File: src/rtl/lcd_resultado.sv
// Shows the calculator result (sign + 16-bit magnitude) on line 2 of an HD44780-style LCD.
// Runs the power-up init, converts with a serial double-dabble and rewrites only when the value changes.
module lcd_resultado #(
    parameter int INIT_WAIT  = 750000,
    parameter int EN_CYCLES  = 25,
    parameter int CMD_WAIT   = 2500,
    parameter int CLEAR_WAIT = 100000
) (
    input  logic        clk,
    input  logic        rst_n,
    input  logic [15:0] saida,
    input  logic        sinal_saida,
    output logic [7:0]  data,
    output logic        EN,
    output logic        RS,
    output logic        RW,
    output logic        busy
);

    localparam int MAX_A   = (INIT_WAIT > CLEAR_WAIT) ? INIT_WAIT : CLEAR_WAIT;
    localparam int MAX_B   = (CMD_WAIT > EN_CYCLES) ? CMD_WAIT : EN_CYCLES;
    localparam int MAX_C   = (MAX_A > MAX_B) ? MAX_A : MAX_B;
    localparam int CNT_MAX = (MAX_C > 16) ? MAX_C : 16;
    localparam int CNT_W   = $clog2(CNT_MAX + 1);

    typedef enum logic [2:0] {PWR_WAIT, INIT, IDLE, CONV, WRITE} state_t;
    typedef enum logic [1:0] {PH_SETUP, PH_EN, PH_WAIT} phase_t;

    state_t             state_q, state_n;
    phase_t             phase_q, phase_n;
    logic [CNT_W-1:0]   cnt_q, cnt_n;
    logic [2:0]         idx_q, idx_n;
    logic               valid_q;
    logic [7:0]         data_q;
    logic               rs_q;

    logic [15:0]        mag_q, bin_q;
    logic               sign_q;
    logic [19:0]        bcd_q;
    logic [16:0]        last_q;

    logic               capture, conv_en, commit, sending, last_byte;
    logic [7:0]         cur_byte;
    logic               cur_rs;
    logic [CNT_W-1:0]   wait_last;
    logic               z4, z3, z2, z1;
    logic [15:0]        bcd_adj;

    // Add 3 to every BCD digit >= 5 ahead of the shift; the top digit never reaches 5 before
    // its final shift for a 16-bit input, so only the lower four digits need adjusting.
    function automatic logic [15:0] bcd_adjust(input logic [15:0] b);
        logic [15:0] r;
        r = b;
        for (int i = 0; i < 4; i++) begin
            if (r[i*4 +: 4] >= 4'd5)
                r[i*4 +: 4] = r[i*4 +: 4] + 4'd3;
        end
        return r;
    endfunction

    function automatic logic [7:0] digit_char(input logic [3:0] d, input logic blank);
        return blank ? 8'h20 : (8'h30 + {4'h0, d});
    endfunction

    assign bcd_adj   = bcd_adjust(bcd_q[15:0]);
    assign sending   = (state_q == INIT) || (state_q == WRITE);
    assign last_byte = (state_q == INIT) ? (idx_q == 3'd3) : (idx_q == 3'd6);
    assign wait_last = (state_q == INIT && idx_q == 3'd3) ? CNT_W'(CLEAR_WAIT - 1)
                                                          : CNT_W'(CMD_WAIT - 1);

    always_comb begin
        cur_byte = 8'h00;
        cur_rs   = 1'b0;
        z4 = (bcd_q[19:16] == 4'd0);
        z3 = z4 && (bcd_q[15:12] == 4'd0);
        z2 = z3 && (bcd_q[11:8] == 4'd0);
        z1 = z2 && (bcd_q[7:4] == 4'd0);
        if (state_q == INIT) begin
            case (idx_q)
                3'd0:    cur_byte = 8'h38;
                3'd1:    cur_byte = 8'h0C;
                3'd2:    cur_byte = 8'h06;
                default: cur_byte = 8'h01;
            endcase
        end else if (state_q == WRITE) begin
            cur_rs = (idx_q != 3'd0);
            case (idx_q)
                3'd0:    cur_byte = 8'hC0;
                3'd1:    cur_byte = (sign_q && mag_q != 16'd0) ? 8'h2D : 8'h20;
                3'd2:    cur_byte = digit_char(bcd_q[19:16], z4);
                3'd3:    cur_byte = digit_char(bcd_q[15:12], z3);
                3'd4:    cur_byte = digit_char(bcd_q[11:8], z2);
                3'd5:    cur_byte = digit_char(bcd_q[7:4], z1);
                default: cur_byte = digit_char(bcd_q[3:0], 1'b0);
            endcase
        end
    end

    always_comb begin
        state_n = state_q;
        phase_n = phase_q;
        cnt_n   = cnt_q;
        idx_n   = idx_q;
        capture = 1'b0;
        conv_en = 1'b0;
        commit  = 1'b0;
        case (state_q)
            PWR_WAIT: begin
                if (cnt_q == CNT_W'(INIT_WAIT - 1)) begin
                    state_n = INIT;
                    phase_n = PH_SETUP;
                    cnt_n   = '0;
                    idx_n   = '0;
                end else begin
                    cnt_n = cnt_q + CNT_W'(1);
                end
            end
            INIT, WRITE: begin
                case (phase_q)
                    PH_SETUP: begin
                        phase_n = PH_EN;
                        cnt_n   = '0;
                    end
                    PH_EN: begin
                        if (cnt_q == CNT_W'(EN_CYCLES - 1)) begin
                            phase_n = PH_WAIT;
                            cnt_n   = '0;
                        end else begin
                            cnt_n = cnt_q + CNT_W'(1);
                        end
                    end
                    default: begin
                        if (cnt_q == wait_last) begin
                            phase_n = PH_SETUP;
                            cnt_n   = '0;
                            if (last_byte) begin
                                state_n = IDLE;
                                commit  = (state_q == WRITE);
                            end else begin
                                idx_n = idx_q + 3'd1;
                            end
                        end else begin
                            cnt_n = cnt_q + CNT_W'(1);
                        end
                    end
                endcase
            end
            IDLE: begin
                if (!valid_q || ({sinal_saida, saida} != last_q)) begin
                    capture = 1'b1;
                    state_n = CONV;
                    cnt_n   = '0;
                end
            end
            CONV: begin
                conv_en = 1'b1;
                if (cnt_q == CNT_W'(15)) begin
                    state_n = WRITE;
                    phase_n = PH_SETUP;
                    idx_n   = '0;
                    cnt_n   = '0;
                end else begin
                    cnt_n = cnt_q + CNT_W'(1);
                end
            end
            default: state_n = PWR_WAIT;
        endcase
    end

    always_ff @(posedge clk or negedge rst_n) begin
        if (!rst_n) begin
            state_q <= PWR_WAIT;
            phase_q <= PH_SETUP;
            cnt_q   <= '0;
            idx_q   <= '0;
            valid_q <= 1'b0;
            data_q  <= 8'h00;
            rs_q    <= 1'b0;
        end else begin
            state_q <= state_n;
            phase_q <= phase_n;
            cnt_q   <= cnt_n;
            idx_q   <= idx_n;
            valid_q <= valid_q | commit;
            if (sending) begin
                data_q <= cur_byte;
                rs_q   <= cur_rs;
            end
        end
    end

    // Datapath registers carry no reset; they are loaded on capture before any use.
    always_ff @(posedge clk) begin
        if (capture) begin
            mag_q  <= saida;
            sign_q <= sinal_saida;
            bin_q  <= saida;
            bcd_q  <= '0;
        end else if (conv_en) begin
            bcd_q <= {bcd_q[18:16], bcd_adj, bin_q[15]};
            bin_q <= {bin_q[14:0], 1'b0};
        end
        if (commit)
            last_q <= {sign_q, mag_q};
    end

    assign EN   = sending && (phase_q == PH_EN);
    assign data = sending ? cur_byte : data_q;
    assign RS   = sending ? cur_rs : rs_q;
    assign RW   = 1'b0;
    assign busy = (state_q != IDLE);

endmodule

File: config.mk
export PLATFORM = sky130hd
export DESIGN_NAME = lcd_resultado
export DESIGN_NICKNAME = d
export VERILOG_FILES = /design/src/rtl/lcd_resultado.sv
export SDC_FILE = /design/constraint.sdc
export NUM_CORES = 1
export LEC_CHECK = 0
export BUFFER_PORTS_ARGS = -buffer_cell sky130_fd_sc_hd__buf_2
export CAP_MARGIN = 20
export CORE_UTILIZATION = 40
export CTS_CLUSTER_SIZE = 24
export DETAILED_ROUTE_END_ITERATION = 6
export GPL_ROUTABILITY_DRIVEN = 0
export PLACE_DENSITY = 0.61
export SLEW_MARGIN = 10
export SYNTH_ARGS = -nofsm -noshare
export SYNTH_HDL_FRONTEND = slang
export SYNTH_SLANG_ARGS = --single-unit
File: constraint.sdc
create_clock -name clk -period 9.75 [get_ports clk]
set_input_delay 0.4875 -clock clk [delete_from_list [all_inputs] [get_ports clk]]
set_output_delay 0.4875 -clock clk [all_outputs]
set_load 0.01 [all_outputs]
==> flow_metrics.tcl <==
set metrics [dict create \
    status "finished clean" \
    viasPerCell 5.594 \
    critPathMaxStageDelay_ps 540 \
    io_pins 31 \
    cts-hold-fix-buffers 0 \
    critPathMaxFanout 4 \
    dr.pass1.iters 5 \
    via_count 4156 \
    die_w_um 119.9 \
    ant_nets 0 \
    hpwl_um 8385 \
    die_h_um 119.9 \
    start_util 0.4150 \
    synth.top_cells.by_area "edfxtp_1, dfrtp_1, dfxtp_1" \
    skew_ps 6.173 \
    die_area_um2 14380 \
    holdWs_ps 256.9 \
    power_density_nw_per_um2 138.5 \
    critPathCaptureType "output pin" \
    grt_max_degree 55 \
    dr.first_iter.drc_count 337 \
    peakVddDrop_uv 99.39 \
    crit_chain "or4_4 -> or4b_4 -> or4b_4 -> o311a_1 -> a221o_1 -> a221o_1 -> buf_2" \
    synth_edf_count 50 \
    grt_overflow 0 \
    p_leak_nw 2.446 \
    synth_top_area_frac 0.2700 \
    io_buffers 29 \
    synthesis.instances 542 \
    post-route-period-util 0.4075 \
    area_delta_synth_final_pct 11.05 \
    cts_resized 0 \
    drive_above_1_share 0.1446 \
    r2r_cells 9 \
    worstSetupStartpointType "flop" \
    tns_ps 0 \
    ys_types 65 \
    clk_pin_slew_worst_paths_ps 70 \
    grt_pass1_vias 3893 \
    rsz0062_at_grt "no" \
    clockRootBuffer "clkbuf_16" \
    cts.path.max_buffers 2 \
    routedWlPerCell_um 16.05 \
    worstSkewPairLatency_ps 350 \
    fin_nets 601 \
    hp-class "input port to asynchronous set/reset pin" \
    drt_wl_total_um 11920 \
    syn_area_um2 5562 \
    grt_usage 0.1773 \
    timing.rr.end "cnt_q[18]" \
    fin_crit_ps 3973 \
    synth_flop_cell "edfxtp_1" \
    numCtsBuffers 9 \
    antenna_cells 0 \
    rows 42 \
    critical_path_class "flop to output pin" \
    crit-reg2reg-launch "idx_q[2]" \
    crit_required_ps 9260 \
    post-cts-setup-buffer-count 0 \
    cp.arrival_ps 3490 \
    setup_viol 0 \
    r2r_setup_slack_ps 6440 \
    drv_cap 0 \
    htree_levels 3 \
    cts_tree "done" \
    hold_violations 0 \
    ys_ff_latch 108 \
    worst_slew_pin_slew_ps 897.6 \
    max_freq_mhz 251.7 \
    antenna_found_initial 0 \
    grt_pass1_wl_um 19970 \
    ys_seq_area_frac 0.5129 \
    relSlewSlack 0.4016 \
    syn_area_per_cell_um2 10.26 \
    cts_sinks 108 \
    drc 0 \
    fillers 1246 \
    yosysWarnings 0 \
    core-area_um2 13400 \
    yosysTopAreaCell "edfxtp_1" \
    critical_path.slowest_cell "or4_4" \
    slew_viol_final 0 \
    synth_fp_nets 581 \
    async_flop_share 0.3519 \
]
[worst max-delay path, delay by kind of cell, from the launching register on]
| kind | cells | cell delay (ps) |
|---|---|---|
| flip-flops | 1 | 340 |
| AND/OR/NAND/NOR | 3 | 1610 |
| buffers and inverters | 1 | 150 |
| AO/OA/AOI/OAI | 3 | 1050 |
[how the worst max path moves through the flow]
stage | end | slack [ps] | start | cells past startpoint
3_3_place_gp | data[0] | 6200 | bcd_q[16] | 7
6_report | data[0] | 5780 | bcd_q[16] | 7
4_1_cts | data[0] | 5760 | bcd_q[16] | 7
5_1_grt | data[0] | 5680 | bcd_q[16] | 7
3_5_place_dp | data[0] | 6150 | bcd_q[16] | 7
2_1_floorplan | last_q[0] | 6330 | idx_q[2] | 7
[metal layers]
metal	part of all wire	vias to the layer above	track usage
met5	0	-	0
met4	0.016	0	0.06328
met3	0.035	16	0.04040
met2	0.45	80	0.2608
met1	0.50	2012	0.2542
li1	-	2048	-
[kinds of logic (layout without fill, tap and decap cells)]
kind of cell    Yosys count  after routing  synth area share
compound gates          130            130            0.1494
xor+xnor                 27             27           0.04252
fa+ha+maj                20             20           0.04499
buf+inv                  52             77           0.03600
flops                   108            108            0.5129
mux                      20             20           0.03982
other cells               1              1         0.0006743
simple gates            184            184            0.1737
[cell type report]
class | count | area, µm² | share of cell area
Tap cell | 176 | 220.2 | 0.03566
Multi-Input combinational cell | 382 | 2525 | 0.4088
Clock inverter | 6 | 68.82 | 0.01114
Sequential cell | 108 | 2853 | 0.4619
Clock buffer | 10 | 229.0 | 0.03707
Timing Repair Buffer | 33 | 175.2 | 0.02836
Inverter | 28 | 105.1 | 0.01702
[through the flow]
| step | instance area (µm²) | utilization | total power [mW] | setup slack, ps | std cells |
|---|---|---|---|---|---|
| after floorplan | 5562 | - | 0.4864 | 6334 | 542 |
| after global placement | 5878 | 0.4387 | 0.4965 | 6203 | 727 |
| after detailed placement | 5878 | 0.4387 | 0.4968 | 6146 | 727 |
| after CTS | 6176 | 0.4609 | 0.8672 | 5763 | 743 |
| after global routing | 6176 | 0.4609 | 0.8856 | 5683 | 743 |
| final | 6176 | 0.4609 | 0.8555 | 5777 | 743 |
[placed cells by master (no fill, tap or decap), types with 4 or more instances in the layout]
master      n
o22ai_1    15
a22oi_1     6
clkbuf_16   9
a21oi_1    38
o21ai_0    19
ha_1       20
a31oi_1    14
buf_2      29
nor2_1     33
inv_1      27
nor3_1     10
a221o_1     6
nand2_1    47
nand4_1    13
or2_2       5
o211ai_1    5
mux2_2     17
edfxtp_1   50
nand3_1    23
o31ai_1     4
a21o_1      4
nor4_1      8
dfrtp_1    38
and3_1      5
xnor2_1    19
nand2b_1    9
buf_4       4
or3_1       6
dfxtp_1    20
xor2_1      8
[cells in the mapped netlist, types with 2 or more instances]
cell and n:
a22oi_1 6, nor4b_1 2, nand4_1 13, o211ai_1 5, dfrtp_1 38, inv_1 27, mux2_2 17, or3_1 6
and2_1 3, a21oi_1 39, edfxtp_1 50, buf_1 2, nor3b_1 2, a21o_1 4, nor4_1 8, or2_2 5
clkbuf_1 20, nor2_1 33, a31oi_1 14, nor2b_1 2, a221oi_1 3, nand3_1 23, o31ai_1 4, or4_1 2
o2111ai_1 2, a221o_1 6, dfxtp_1 20, nor3_1 11, mux2i_1 3, xnor2_1 19, ha_1 20, and3_1 5
o21ai_0 19, xor2_1 8, or3b_2 2, nand2b_1 9, nand2_1 47, o22ai_1 15, or4b_4 2
[registers in the layout (all words and copies together), names as in the netlist]
signal / cells
bcd_q: 20
cnt_q: 20
last_q: 17
bin_q: 16
mag_q: 16
data_q: 8
idx_q: 3
state_q: 3
phase_q: 2
rs_q: 1
sign_q: 1
valid_q: 1
[where the power goes]
| part | internal [mW] | switching (mW) | leakage (nW) |
|---|---|---|---|
| registers | 0.473 | 0 | 1.10 |
| logic | 0.00488 | 0.00870 | 1.20 |
| clock network | 0.202 | 0.167 | 0.149 |
Power figures use the tool's default switching activity.
